**config.mk**
```make
export PLATFORM = sky130hd
export DESIGN_NAME = meiniki_digit_pacer_flat
export DESIGN_NICKNAME = d
export VERILOG_FILES = /design/src/rtl/meiniki_pi_pkg.sv /design/src/rtl/meiniki_digit_pacer_if.sv /design/src/rtl/meiniki_pace_cnt.sv /design/src/rtl/meiniki_digit_pacer.sv /design/src/flat_wrapper.sv
export SDC_FILE = /design/constraint.sdc
export NUM_CORES = 1
export LEC_CHECK = 0
export CAP_MARGIN = 20
export CORE_UTILIZATION = 46
export CTS_CLUSTER_SIZE = 14
export DETAILED_ROUTE_END_ITERATION = 7
export PLACE_DENSITY = 0.74
export REMOVE_ABC_BUFFERS = 1
export SLEW_MARGIN = 20
export SYNTH_ARGS = -nofsm -noshare
export SYNTH_HDL_FRONTEND = slang
export SYNTH_SLANG_ARGS = --single-unit
```
**constraint.sdc**
```tcl
create_clock -name clk -period 1.9 [get_ports clk]
set_input_delay 0.19 -clock clk [delete_from_list [all_inputs] [get_ports clk]]
set_output_delay 0.19 -clock clk [all_outputs]
set_load 0.02 [all_outputs]
```
**src/rtl/meiniki_pi_pkg.sv**
```systemverilog
// ============================================================================
// Module  : meiniki_pi_pkg
// Brief   : Shared digit codes and pacer state encoding for the pi display path.
// Revision: 1.0 - initial release
// ============================================================================
`default_nettype none

package meiniki_pi_pkg;

  typedef logic [3:0] digit_t;

  localparam digit_t DIGIT_DOT   = 4'hA;
  localparam digit_t DIGIT_BLANK = 4'hF;

  typedef enum logic [1:0] {
    IDLE = 2'd0,
    GAP  = 2'd1,
    SHOW = 2'd2
  } pacer_state_t;

endpackage

`default_nettype wire

```
**src/rtl/meiniki_digit_pacer_if.sv**
```systemverilog
// ============================================================================
// Module  : meiniki_digit_pacer_if
// Brief   : Digit stream in (ready/valid) and paced display outputs.
// Revision: 1.0 - initial release
// ============================================================================
`default_nettype none

interface meiniki_digit_pacer_if;
  import meiniki_pi_pkg::*;

  digit_t digit_in;
  logic   digit_valid;
  logic   digit_ready;
  digit_t digit_out;
  logic   blank;
  logic   shown;

  modport master (
    output digit_in, digit_valid,
    input  digit_ready, digit_out, blank, shown
  );

  modport slave (
    input  digit_in, digit_valid,
    output digit_ready, digit_out, blank, shown
  );
endinterface

`default_nettype wire

```
**src/rtl/meiniki_pace_cnt.sv**
```systemverilog
// ============================================================================
// Module  : meiniki_pace_cnt
// Brief   : Loadable down-counter with a "value == 1" flag for digit pacing.
// Revision: 1.0 - initial release
// ============================================================================
`default_nettype none

module meiniki_pace_cnt #(
  parameter int CNT_W = 4
) (
  input  logic             clk,
  input  logic             reset,
  input  logic             load,
  input  logic             dec,
  input  logic [CNT_W-1:0] load_val,
  output logic [CNT_W-1:0] value,
  output logic             last
);

  logic [CNT_W-1:0] cnt_q;
  logic [CNT_W-1:0] cnt_d;

  always_comb begin
    cnt_d = cnt_q;
    if (load) begin
      cnt_d = load_val;
    end else if (dec) begin
      cnt_d = cnt_q - CNT_W'(1);
    end
  end

  always_ff @(posedge clk or posedge reset) begin
    if (reset) begin
      cnt_q <= '0;
    end else begin
      cnt_q <= cnt_d;
    end
  end

  assign value = cnt_q;
  assign last  = (cnt_q == CNT_W'(1));

endmodule

`default_nettype wire

```
**src/rtl/meiniki_digit_pacer.sv**
```systemverilog
// ============================================================================
// Module  : meiniki_digit_pacer
// Brief   : Holds each streamed digit on the display for HOLD_CYCLES clocks,
//           optionally preceded by GAP_CYCLES blank clocks.
//           Define MEINIKI_PACER_DUPGAP_EN to blank only between repeated digits.
// Revision: 1.0 - initial release
// ============================================================================
`default_nettype none

module meiniki_digit_pacer
  import meiniki_pi_pkg::*;
#(
  parameter int HOLD_CYCLES = 8,
  parameter int GAP_CYCLES  = 2,
  parameter int CNT_W       = 4
) (
  input  logic                  clk,
  input  logic                  reset,
  meiniki_digit_pacer_if.slave  bus
);

  localparam logic [CNT_W-1:0] HOLD_LD = CNT_W'(HOLD_CYCLES);
  localparam logic [CNT_W-1:0] GAP_LD  = CNT_W'(GAP_CYCLES);
  localparam bit               GAP_ON  = (GAP_CYCLES > 0);

  pacer_state_t     state_q, state_d;
  digit_t           digit_q, digit_d;
  digit_t           last_digit_q, last_digit_d;
  logic             last_valid_q, last_valid_d;
  logic             shown_q, shown_d;

  logic             cnt_load;
  logic             cnt_dec;
  logic             cnt_last;
  logic [CNT_W-1:0] cnt_load_val;
  logic [CNT_W-1:0] cnt_value;

  logic             ready;
  logic             xfer;
  logic             gap_req;

  meiniki_pace_cnt #(
    .CNT_W (CNT_W)
  ) u_cnt (
    .clk      (clk),
    .reset    (reset),
    .load     (cnt_load),
    .dec      (cnt_dec),
    .load_val (cnt_load_val),
    .value    (cnt_value),
    .last     (cnt_last)
  );

  assign ready = (state_q == IDLE) || ((state_q == SHOW) && cnt_last);
  assign xfer  = bus.digit_valid && ready;

`ifdef MEINIKI_PACER_DUPGAP_EN
  // last_digit_q still holds the digit on display when a back-to-back accept happens
  assign gap_req = last_valid_q && (bus.digit_in == last_digit_q);
`else
  assign gap_req = 1'b1;
`endif

  // Counter parks at zero once the pacer has gone idle
  assign cnt_dec = (state_q != IDLE) && (cnt_value != '0);

  always_comb begin
    state_d      = state_q;
    digit_d      = digit_q;
    last_digit_d = last_digit_q;
    last_valid_d = last_valid_q;
    shown_d      = 1'b0;
    cnt_load     = 1'b0;
    cnt_load_val = HOLD_LD;

    unique case (state_q)
      IDLE, SHOW: begin
        if ((state_q == IDLE) || cnt_last) begin
          if (xfer) begin
            digit_d  = bus.digit_in;
            cnt_load = 1'b1;
            if (gap_req && GAP_ON) begin
              state_d      = GAP;
              cnt_load_val = GAP_LD;
            end else begin
              state_d      = SHOW;
              shown_d      = 1'b1;
              last_digit_d = bus.digit_in;
              last_valid_d = 1'b1;
            end
          end else begin
            state_d = IDLE;
          end
        end
      end
      GAP: begin
        if (cnt_last) begin
          state_d      = SHOW;
          cnt_load     = 1'b1;
          shown_d      = 1'b1;
          last_digit_d = digit_q;
          last_valid_d = 1'b1;
        end
      end
      default: begin
        state_d = IDLE;
      end
    endcase
  end

  always_ff @(posedge clk or posedge reset) begin
    if (reset) begin
      state_q      <= IDLE;
      digit_q      <= DIGIT_BLANK;
      last_digit_q <= DIGIT_BLANK;
      last_valid_q <= 1'b0;
      shown_q      <= 1'b0;
    end else begin
      state_q      <= state_d;
      digit_q      <= digit_d;
      last_digit_q <= last_digit_d;
      last_valid_q <= last_valid_d;
      shown_q      <= shown_d;
    end
  end

  assign bus.digit_ready = ready;
  assign bus.digit_out   = (state_q == SHOW) ? digit_q : DIGIT_BLANK;
  assign bus.blank       = (state_q != SHOW);
  assign bus.shown       = shown_q;

endmodule

`default_nettype wire

```
**src/flat_wrapper.sv**
```systemverilog
// flat-port wrapper written by rule: the top's interface ports become plain ports
module meiniki_digit_pacer_flat import meiniki_pi_pkg::*;
#(
  parameter int HOLD_CYCLES = 8,
  parameter int GAP_CYCLES  = 2,
  parameter int CNT_W       = 4
)
  (clk, reset, bus_digit_in, bus_digit_valid, bus_digit_ready, bus_digit_out, bus_blank, bus_shown);
  meiniki_digit_pacer_if bus_i ();
  input  logic clk;
  input  logic reset;
  input wire logic [$bits(bus_i.digit_in)-1:0] bus_digit_in;
  input wire logic [$bits(bus_i.digit_valid)-1:0] bus_digit_valid;
  output wire logic [$bits(bus_i.digit_ready)-1:0] bus_digit_ready;
  output wire logic [$bits(bus_i.digit_out)-1:0] bus_digit_out;
  output wire logic [$bits(bus_i.blank)-1:0] bus_blank;
  output wire logic [$bits(bus_i.shown)-1:0] bus_shown;
  assign bus_i.digit_in = bus_digit_in;
  assign bus_i.digit_valid = bus_digit_valid;
  assign bus_digit_ready = bus_i.digit_ready;
  assign bus_digit_out = bus_i.digit_out;
  assign bus_blank = bus_i.blank;
  assign bus_shown = bus_i.shown;
  meiniki_digit_pacer #(.HOLD_CYCLES(HOLD_CYCLES), .GAP_CYCLES(GAP_CYCLES), .CNT_W(CNT_W)) u_core (.clk(clk), .reset(reset), .bus(bus_i));
endmodule
```
==> results of run 1 <==
==> cells in the mapped netlist <==
library cell and n:
a21oi_4 1, dfstp_2 4, nand2_2 1, mux2_4 4, a21oi_1 2, nor3b_1 2
a21boi_1 1, nor4_2 1, a21o_1 1, nor2_4 1, o21ai_0 2, ha_1 2
o21ai_1 1, or2_1 1, nor2_1 4, nand2b_1 6, mux2i_1 2, a21oi_2 1
xnor2_1 1, dfrtp_1 7, o21bai_1 2, inv_1 5, and2b_1 1
==> cells by family after synthesis <==
| group | share of synthesized area, % |
|---|---|
| AND/OR/NAND/NOR | 18.4 |
| XOR/XNOR | 1.45 |
| multiplexers | 13.3 |
| adder cells (fa/ha/maj) | 4.14 |
| buffers and inverters | 3.11 |
| AO/OA/AOI/OAI | 13.3 |
| flip-flops | 46.4 |
==> cell type report <==
class	instances	area share, %
multi-input cells	37	38.6
flip-flops and latches	11	35.4
repair buffers	14	17.9
clock buffers	3	2.85
inverters	5	2.37
well taps	14	2.22
clock inverters	1	0.633
==> flip-flops by register name, indices dropped and copies added (netlist names) <==
| signal | cells |
|---|---|
| u_core.bus.shown | 1 |
| u_core.state_q | 2 |
| u_core.digit_q | 4 |
| u_core.u_cnt.value | 4 |
==> worst max-delay path by stage <==
stage	from	end	slack, ps	cells after the start
finish	u_core.state_q[0]	bus_digit_out[1]	70	3
global route	u_core.state_q[0]	bus_digit_out[1]	3	3
CTS	u_core.state_q[0]	bus_digit_out[2]	30	3
detailed placement	u_core.u_cnt.value[1]	bus_digit_ready	210	5
global placement	u_core.u_cnt.value[1]	bus_digit_ready	260	5
floorplan	u_core.u_cnt.value[1]	u_core.u_cnt.value[0]	560	6
==> routing by layer <==
layer / wire [microns] / share of wire (%) / up-vias
li1: - / - / 215
met1: 514 / 46 / 212
met2: 547 / 49 / 7
met3: 37 / 3.3 / 2
met4: 14 / 1.3 / 0
met5: 0 / 0 / -
==> repair_timing <==
action | CTS | global route
pin swaps | 0 | 0
endpoints found under the setup margin | 1 | 2
resized for setup | 1 | 2
hold endpoints to repair | 0 | 0
==> power breakdown <==
group | total [uW] | switching, uW | internal (uW)
combinational | 654 | 316 | 338
clock | 166 | 88.0 | 78.1
sequential | 479 | 99.4 | 380
==> critical path, stage by stage (launching register included) <==
cell and delay, ps:
dfrtp_1 430, and2b_1 260, nand2b_1 80, clkdlybuf4s50_1 600
==> stage by stage <==
stage          cell area [sq um]  hold WS, ps  total power, uW  utilization, %  worst slack [ps]
2_1_floorplan                604         39.6              963               -               565
3_3_place_gp                 759          498             1140            65.7               258
3_5_place_dp                 759          505             1150            65.7               214
4_1_cts                      786          206             1310            68.0              27.2
5_1_grt                      791          229             1400            68.4              3.01
6_report                     791          191             1300            68.4              71.6
==> tab_implementation.tex, run 1 <==
\begin{tabular}{lr}
\hline
Metric & Value \\
\hline
\multicolumn{2}{l}{\textbf{Setup path}} \\
Worst R2R End & u\_core.u\_cnt.value[0] \\
Critical Path Source Type & flop \\
Worst reg-to-reg path cell count & 6 \\
Maximum fanout encountered on the critical timing path & 6 \\
Sort of element at the end of the critical path & primary output \\
Worst Path Required & 1710 ps \\
R2R setup slack & 380 ps \\
Path type of the worst setup path & flop to primary output \\
Arr. time, crit path & 1640 ps \\
Source of the worst register-to-register timing path & u\_core.u\_cnt.value[1] \\
\multicolumn{2}{l}{\textbf{Die}} \\
Number of standard-cell rows in the floorplan & 12 \\
Total die area & 1460 sq um \\
Die height & 38.2 microns \\
Total core area & 1160 sq um \\
Die width & 38.2 microns \\
Number of top-level pins & 14 \\
Effective utilization at floorplan & 52.3\% \\
\multicolumn{2}{l}{\textbf{Cells and area}} \\
Antenna cells & 0 \\
Layout fillers & 92 \\
Most frequent standard cell in the layout excluding fill and tap cells & clkdlybuf4s50\_1 \\
Register area & 280 sq um \\
Layout area overhead & 30.8\% \\
Fraction of layout cells with a size suffix above 1 & 25.4\% \\
Net total in the final layout & 81 \\
Multi-input gate area in the final layout & 305 sq um \\
Final standard cell count with taps included and fillers excluded & 85 \\
Most frequent cells in the layout & clkdlybuf4s50\_1 (10), dfrtp\_1 (7), nand2b\_1 (6) \\
\multicolumn{2}{l}{\textbf{Global routing}} \\
First-pass GRT wire length & 1.79 mm \\
Via count of the first global-routing pass & 415 \\
Met3 capacity usage during global routing & 5.23\% \\
Met2 usage & 28.0\% \\
Total gr overflow & 0 \\
Routing layer with the top usage in global route & met2 \\
Met1 Track Usage GR & 24.9\% \\
Maximum number of pins on one net before global-route repair & 12 \\
All-Layer GR Usage & 18.6\% \\
Number of antenna violations at the first check in global routing & 0 \\
\multicolumn{2}{l}{\textbf{Routing}} \\
DRC violations left & 0 \\
Wire length per cell after detailed routing & 13.1 microns \\
Count of nets left with antenna violations after detail routing & 0 \\
Total wirelength of the detailed-routed design & 1.11 mm \\
Number of vias after detailed routing & 436 \\
Via-to-Cell Ratio & 5.13 \\
Number of DRC markers after the initial detailed-route iteration & 6 \\
Pre-Repair DR Iteration Count & 4 \\
\multicolumn{2}{l}{\textbf{Timing}} \\
Worst clock skew & 5.73 ps \\
Slew at the pin closest to its max-slew limit & 403 ps \\
Final critical delay including setup and external delays & 1830 ps \\
Final Hold Fails & 0 \\
Upper clock frequency limit & 547 MHz \\
Slew Viols, Final & 0 \\
Sum of negative setup slack & 0 ps \\
Final Cycle Share & 96.2\% \\
Setup-violating endpoint count in the final report & 0 \\
Worst rel slew slack & 73.1\% \\
RSZ-0062 raised after global routing & no \\
\multicolumn{2}{l}{\textbf{Job}} \\
\# Max-Cap Violations & 0 \\
\multicolumn{2}{l}{\textbf{Synth}} \\
Top cell type by total area after synthesis & dfrtp\_1 \\
Count of state elements after synthesis & 11 \\
Cells taking the most area after synthesis & dfrtp\_1 (29\%), dfstp\_2 (17\%), mux2\_4 (9.9\%) \\
Sequential share of the synthesized area & 46.4\% \\
Cell count after synthesis & 53 \\
Count of yosys warnings during synthesis & 0 \\
Area of the mapped netlist & 604 sq um \\
Area share of the largest cell type after synthesis & 29.0\% \\
Mean instance size in the synthesized netlist & 11.4 sq um \\
Count of unique library cells instantiated by Yosys & 23 \\
\multicolumn{2}{l}{\textbf{Clock tree}} \\
Clock latency at the later pin of the worst-skew pair & 280 ps \\
Number of buffers on the longest clock path & 2 \\
Clock-pin slew on the worst setup and hold paths & 80 ps \\
Clock root buffer & clkbuf\_4 \\
Number of H-tree branching levels & 1 \\
Clock sink count & 11 \\
Number of buffers added by the clock tree synthesis step & 3 \\
Post-CTS setup buffer count & 0 \\
Number of hold buffers added after CTS & 0 \\
TritonCTS clock tree & yes \\
\multicolumn{2}{l}{\textbf{Power}} \\
Leak Pwr & 0.000353 uW \\
Pwr dens & 1640 nW/um\^{}2 \\
Peak supply drop & 0.967 mV \\
\multicolumn{2}{l}{\textbf{Place}} \\
Final weighted congestion in routability-driven placement & 0.758 \\
Placed Cells incl. Taps & 81 \\
PortBufs & 13 \\
Half-perimeter wire length after placement & 867 microns \\
\multicolumn{2}{l}{\textbf{Min path}} \\
Worst hold path class & input pin to async pin \\
\multicolumn{2}{l}{\textbf{Outcome}} \\
Result of the run & completed \\
\hline
\end{tabular}
Power figures use the tool's default switching activity.
==> inputs of run 2 (changes only) <==
Settings changed: CORE_MARGIN set to 2.
==> run 2 against run 1 <==
Die area up 11%; wire length is 5.6% lower; non-clock buffer count stayed put; sequential cell count unchanged; sequential share of layout area grew 0.10 points; register-to-register slack gained 20 ps; critical path depth unchanged; clock power hardly changed; count of clock-buffer cells in the layout rose by 1; total power down 0.54%; critical path type unchanged; largest power group unchanged.
==> tab_implementation.tex, run 2 (same netlist as run 1, synthesis figures left out) <==
\begin{tabular}{lr}
\hline
Metric & Value \\
\hline
\multicolumn{2}{l}{\textbf{Outcome}} \\
Result of the run & completed \\
\multicolumn{2}{l}{\textbf{Die}} \\
Die height & 40.2 microns \\
Number of top-level pins & 14 \\
Number of standard-cell rows in the floorplan & 13 \\
Effective utilization at floorplan & 47.6\% \\
Total die area & 1620 sq um \\
Die width & 40.2 microns \\
Total core area & 1270 sq um \\
\multicolumn{2}{l}{\textbf{Timing}} \\
RSZ-0062 raised after global routing & no \\
Min setup slack post-route & 82.7 ps \\
Slew at the pin closest to its max-slew limit & 409 ps \\
Setup-violating endpoint count in the final report & 0 \\
Worst clock skew & 0.574 ps \\
Final Cycle Share & 95.6\% \\
Final Hold Fails & 0 \\
Upper clock frequency limit & 550 MHz \\
Sum of negative setup slack & 0 ps \\
Final critical delay including setup and external delays & 1820 ps \\
Slew Viols, Final & 0 \\
Worst rel slew slack & 72.7\% \\
\multicolumn{2}{l}{\textbf{Power}} \\
Pwr dens & 1630 nW/um\^{}2 \\
Logic pwr share & 50.0\% \\
Portion of total power attributed to the clock network & 12.8\% \\
Sw Share & 38.0\% \\
Internal power contribution & 801 uW \\
Net Switching & 491 uW \\
Leak Pwr & 0.000349 uW \\
Sequential Power Share & 37.2\% \\
Peak supply drop & 0.816 mV \\
\multicolumn{2}{l}{\textbf{Clock tree}} \\
Clock-pin slew on the worst setup and hold paths & 70 ps \\
TritonCTS clock tree & yes \\
Post-CTS setup buffer count & 0 \\
Clock root buffer & clkbuf\_4 \\
Clock sink count & 11 \\
Number of H-tree branching levels & 1 \\
Clock latency at the later pin of the worst-skew pair & 280 ps \\
Number of buffers added by the clock tree synthesis step & 3 \\
Number of buffers on the longest clock path & 2 \\
\multicolumn{2}{l}{\textbf{Setup path}} \\
Critical Path Source Type & flop \\
Worst reg-to-reg path cell count & 6 \\
Worst Path Required & 1710 ps \\
Arr. time, crit path & 1630 ps \\
Worst R2R End & u\_core.u\_cnt.value[0] \\
R2R setup slack & 400 ps \\
Maximum fanout encountered on the critical timing path & 6 \\
Path type of the worst setup path & flop to primary output \\
Sort of element at the end of the critical path & primary output \\
Source of the worst register-to-register timing path & u\_core.u\_cnt.value[1] \\
\multicolumn{2}{l}{\textbf{Global routing}} \\
Via count of the first global-routing pass & 414 \\
Number of antenna violations at the first check in global routing & 0 \\
Total gr overflow & 0 \\
First-pass GRT wire length & 1.71 mm \\
Maximum number of pins on one net before global-route repair & 12 \\
All-Layer GR Usage & 16.7\% \\
\multicolumn{2}{l}{\textbf{Place}} \\
Half-perimeter wire length after placement & 783 microns \\
PortBufs & 13 \\
Final weighted congestion in routability-driven placement & 0.709 \\
Worst-case setup slack after placement & 232 ps \\
\multicolumn{2}{l}{\textbf{Routing}} \\
Number of DRC markers after the initial detailed-route iteration & 2 \\
Count of nets left with antenna violations after detail routing & 0 \\
Wire length per cell after detailed routing & 12.2 microns \\
Number of vias after detailed routing & 422 \\
DRC violations left & 0 \\
Total wirelength of the detailed-routed design & 1.05 mm \\
Via-to-Cell Ratio & 4.91 \\
Pre-Repair DR Iteration Count & 2 \\
\multicolumn{2}{l}{\textbf{Cells and area}} \\
Most frequent standard cell in the layout excluding fill and tap cells & clkdlybuf4s50\_1 \\
Net total in the final layout & 81 \\
Most frequent cells in the layout & clkdlybuf4s50\_1 (10), nand2b\_1 (6), dfrtp\_1 (6) \\
Antenna cells & 0 \\
Fraction of layout cells with a size suffix above 1 & 25.4\% \\
Layout area overhead & 31.1\% \\
\multicolumn{2}{l}{\textbf{Job}} \\
\# Max-Cap Violations & 0 \\
\multicolumn{2}{l}{\textbf{Min path}} \\
Worst hold path class & input pin to async pin \\
\hline
\end{tabular}
[run 2: changes by cell type in the layout (fill, tap and decap cells not counted)]
cell,previous run,this run
dfrtp_1,7,6
dfrtp_2,0,1
clkinv_2,1,0
clkbuf_1,0,1
[run 2: routing by layer]
| layer | vias to the layer above | share of wire [%] | global-route usage [%] |
|---|---|---|---|
| li1 | 214 | - | - |
| met1 | 193 | 45 | 19.7 |
| met2 | 12 | 47 | 27.8 |
| met3 | 3 | 5.0 | 3.33 |
| met4 | 0 | 2.4 | 10.0 |
| met5 | - | 0 | 0 |
[run 2: worst max path at each step]
| stage | start | end | slack [ps] | cells past startpoint |
|---|---|---|---|---|
| after global routing | u_core.state_q[0] | bus_blank | 10 | 3 |
| after CTS | u_core.state_q[0] | bus_digit_out[3] | 50 | 3 |
| after detailed placement | u_core.u_cnt.value[1] | bus_digit_ready | 230 | 5 |
| after global placement | u_core.u_cnt.value[1] | bus_digit_ready | 260 | 5 |
| after floorplan | u_core.u_cnt.value[1] | u_core.u_cnt.value[0] | 560 | 6 |
| final | u_core.state_q[0] | bus_digit_out[3] | 80 | 3 |
[run 2: layout make-up]
cell class	instances	area [sq um]
Multi-Input combinational cell	37	305
Fill cell	116	477
Inverter	5	18.8
Sequential cell	11	282
Clock buffer	4	26.3
Tap cell	15	18.8
Timing Repair Buffer	14	141
[run 2: power by group through the flow]
stage	Combinational [uW]	Sequential (uW)	Clock [uW]
6_report	646	481	166
3_5_place_dp	665	481	0
3_3_place_gp	651	483	0
5_1_grt	714	501	175
4_1_cts	660	480	162
2_1_floorplan	484	479	0
[run 2: metrics by stage]
step / utilization [%] / instances / total power, uW / instance area [sq um] / hold WS [ps]
final: 62.4 / 86 / 1290 / 792 / 193
after detailed placement: 60.0 / 82 / 1150 / 761 / 500
after global placement: 60.0 / 82 / 1130 / 761 / 495
after CTS: 61.9 / 86 / 1300 / 786 / 210
after global routing: 62.4 / 86 / 1390 / 792 / 231
after floorplan: - / 53 / 963 / 604 / 39.6
[run 2: what timing repair did]
item / in CTS / in global routing
gates cloned: 0 / 0
resized for setup: 1 / 3
endpoints found under the setup margin: 1 / 5
hold buffers: 0 / 0
[run 2: worst max-delay path: stages, from the launching register on]
cell and delay [ps]:
dfrtp_2 440, and2b_1 290, nand2b_1 90, clkdlybuf4s50_1 540
==> inputs of run 3 (changes only) <==
Settings changed: PLACE_DENSITY 0.74 to 0.75, SYNTH_HIERARCHICAL set to 1.
==> run 3 against run 2 <==
Non-clock buffer count increased by 5; highest routed layer unchanged; sequential share of layout area decreased by 1.5 points; largest power group unchanged; fmax increased by 0.99%; setup slack improved by 18 ps; cell count increased by 12%; largest cell class unchanged; register-to-register slack got worse by 300 ps.
==> tab_implementation.tex, run 3 <==
\begin{tabular}{lr}
\hline
Metric & Value \\
\hline
\multicolumn{2}{l}{\textbf{Die}} \\
Effective utilization at floorplan & 47.9\% \\
Die height & 40.1 microns \\
Die width & 40.1 microns \\
Total die area & 1610 sq um \\
Total core area & 1250 sq um \\
Number of top-level pins & 14 \\
Number of standard-cell rows in the floorplan & 13 \\
\multicolumn{2}{l}{\textbf{Clock tree}} \\
Clock latency at the later pin of the worst-skew pair & 260 ps \\
Number of H-tree branching levels & 1 \\
Clock-pin slew on the worst setup and hold paths & 70 ps \\
Number of hold buffers added after CTS & 0 \\
Clock root buffer & clkbuf\_4 \\
Number of buffers on the longest clock path & 2 \\
Number of buffers added by the clock tree synthesis step & 3 \\
TritonCTS clock tree & yes \\
Clock sink count & 11 \\
\multicolumn{2}{l}{\textbf{Synth}} \\
Mean instance size in the synthesized netlist & 10.5 sq um \\
Simple-gate area share of the yosys netlist & 24.8\% \\
Fraction of synthesized cell area in xor and xnor cells & 4.38\% \\
Count of yosys warnings during synthesis & 6 \\
EDFF count, synth & 0 \\
Cells taking the most area after synthesis & dfrtp\_1 (29\%), dfstp\_2 (18\%), mux2\_2 (9.4\%) \\
Area share of the largest cell type after synthesis & 29.2\% \\
Dominant register cell in the synthesized netlist & dfrtp\_1 \\
Count of state elements after synthesis & 11 \\
Post-synth ARST share & 100\% \\
Synth Area in Compound Gates & 5.43\% \\
Most numerous cell types in the synthesized netlist & dfrtp\_1 (7), inv\_1 (7), nand2\_1 (6) \\
Count of unique library cells instantiated by Yosys & 20 \\
Mux cell area share after synthesis & 9.39\% \\
Area of the mapped netlist & 599 sq um \\
Sequential share of the synthesized area & 46.8\% \\
Adder and majority gate portion of the synthesized area & 4.18\% \\
Top cell type by total area after synthesis & dfrtp\_1 \\
Combinational family with the most area after synthesis & simple AND/OR/NAND/NOR gates \\
Cell count after synthesis & 57 \\
\multicolumn{2}{l}{\textbf{Power}} \\
Portion of total power attributed to the clock network & 13.6\% \\
Sw Share & 35.2\% \\
Internal power contribution & 745 uW \\
Logic pwr share & 48.1\% \\
Peak supply drop & 0.745 mV \\
Total power & 1150 uW \\
Pwr dens & 1400 nW/um\^{}2 \\
Sequential Power Share & 38.3\% \\
Net Switching & 405 uW \\
Leak Pwr & 0.000372 uW \\
\multicolumn{2}{l}{\textbf{Global routing}} \\
Number of antenna violations at the first check in global routing & 0 \\
First-pass GRT wire length & 1.85 mm \\
Via count of the first global-routing pass & 465 \\
Total gr overflow & 0 \\
All-Layer GR Usage & 18.7\% \\
Maximum number of pins on one net before global-route repair & 8 \\
\multicolumn{2}{l}{\textbf{Timing}} \\
Sum of negative setup slack & 0 ps \\
RSZ-0062 raised after global routing & no \\
Slew Viols, Final & 0 \\
Final Cycle Share & 94.7\% \\
Min setup slack post-route & 101 ps \\
Final Hold Fails & 0 \\
Final critical delay including setup and external delays & 1800 ps \\
Upper clock frequency limit & 556 MHz \\
Worst clock skew & 1.30 ps \\
Worst hold slack across all endpoints & 139 ps \\
Setup-violating endpoint count in the final report & 0 \\
\multicolumn{2}{l}{\textbf{Cells and area}} \\
Most frequent cells in the layout & clkdlybuf4s50\_1 (12), inv\_1 (7), dfrtp\_1 (7) \\
Layout area overhead & 37.4\% \\
Fraction of layout cells with a size suffix above 1 & 29.6\% \\
Net total in the final layout & 91 \\
Antenna cells & 0 \\
Most frequent standard cell in the layout excluding fill and tap cells & clkdlybuf4s50\_1 \\
Layout fillers & 114 \\
Summed area of non-filler cells in the final layout & 823 sq um \\
\multicolumn{2}{l}{\textbf{Routing}} \\
Pre-Repair DR Iteration Count & 4 \\
Count of nets left with antenna violations after detail routing & 0 \\
Total wirelength of the detailed-routed design & 1.15 mm \\
Number of vias after detailed routing & 463 \\
Number of DRC markers after the initial detailed-route iteration & 8 \\
Wire length per cell after detailed routing & 12.0 microns \\
DRC violations left & 0 \\
Via-to-Cell Ratio & 4.82 \\
\multicolumn{2}{l}{\textbf{Place}} \\
PortBufs & 13 \\
Post-Place Cell Area & 797 sq um \\
Final weighted congestion in routability-driven placement & 0.809 \\
Worst-case setup slack after placement & 62.6 ps \\
Half-perimeter wire length after placement & 902 microns \\
\multicolumn{2}{l}{\textbf{Setup path}} \\
Arr. time, crit path & 1950 ps \\
Slowest stage cell on the critical path & dfrtp\_1 \\
List of cells traversed by the critical path & inv\_1 > ha\_1 > nor3b\_1 > buf\_4 > nor2b\_4 > nor3b\_4 > or2\_4 > mux2\_2 \\
Path type of the worst setup path & flop to flop \\
Max incr delay on CP & 380 ps \\
Sort of element at the end of the critical path & flop \\
Critical Path Source Type & flop \\
Worst Path Required & 2050 ps \\
Maximum fanout encountered on the critical timing path & 7 \\
\multicolumn{2}{l}{\textbf{Outcome}} \\
Result of the run & completed \\
\multicolumn{2}{l}{\textbf{Min path}} \\
Worst hold path class & input pin to async pin \\
\multicolumn{2}{l}{\textbf{Job}} \\
\# Max-Cap Violations & 0 \\
\hline
\end{tabular}
[run 3: power groups by stage]
stage               clock network, uW  registers, uW  logic [uW]
CTS                               161            440         548
global placement                    0            437         515
global route                      176            454         596
finish                            156            441         553
floorplan                           0            464         327
detailed placement                  0            444         543
[run 3: logic make-up after synthesis]
group                      Yosys count
DFF                                 11
xor gates and xnor gates             3
adders and majority gates            2
other                                1
buffers and inverters                7
AOI/OAI and AO/OA                    6
and+or+nand+nor                     22
muxes                                5
[run 3: worst paths after layout]
path / endpoint / startpoint / cells after the start / slack, ps
worst max-delay path: u_core/u_cnt/value[3] / u_core/u_cnt/value[1] / 8 / 100
worst min-delay path: u_core/u_cnt/value[1] / reset / 2 / 140
worst max register to register: u_core/u_cnt/value[3] / u_core/u_cnt/value[1] / 8 / 100
worst min register to register: u_core/digit_q[3] / u_core/digit_q[3] / 1 / 620
max in group asynchronous: u_core/digit_q[0] / reset / 2 / 1430
min in group clk: u_core/digit_q[3] / bus_digit_in[3] / 2 / 540
[run 3: worst max-delay path: cells and delay by family (launching register included)]
kind | cells | cell delay [ps]
buffers and inverters | 2 | 250
DFF | 1 | 380
and+or+nand+nor | 4 | 610
muxes | 1 | 330
adders and majority gates | 1 | 130
[run 3: what timing repair did]
item | in CTS | in global routing
setup endpoints to repair | 1 | 7
buffers inserted | 0 | 0
gates resized for setup | 1 | 4
[run 3: final cells by class]
cell class	instances	area, sq um	share of cell area [%]
sequential	11	280	34.0
clock buffer	4	26.3	3.19
inverter	7	26.3	3.19
timing repair buffer	19	170	20.7
multi-input combinational	40	302	36.6
tap	15	18.8	2.28
[run 3: metal layers]
layer | part of all wire, % | track usage (%)
met4 | 3.0 | 12.1
met2 | 48 | 33.1
met5 | 0 | 0
met1 | 42 | 19.0
met3 | 7.5 | 5.00
[run 3: stage by stage]
step                cells  util, %
global route           96     65.7
CTS                    96     65.6
global placement       92     63.6
floorplan              58        -
finish                 96     65.7
detailed placement     92     63.6
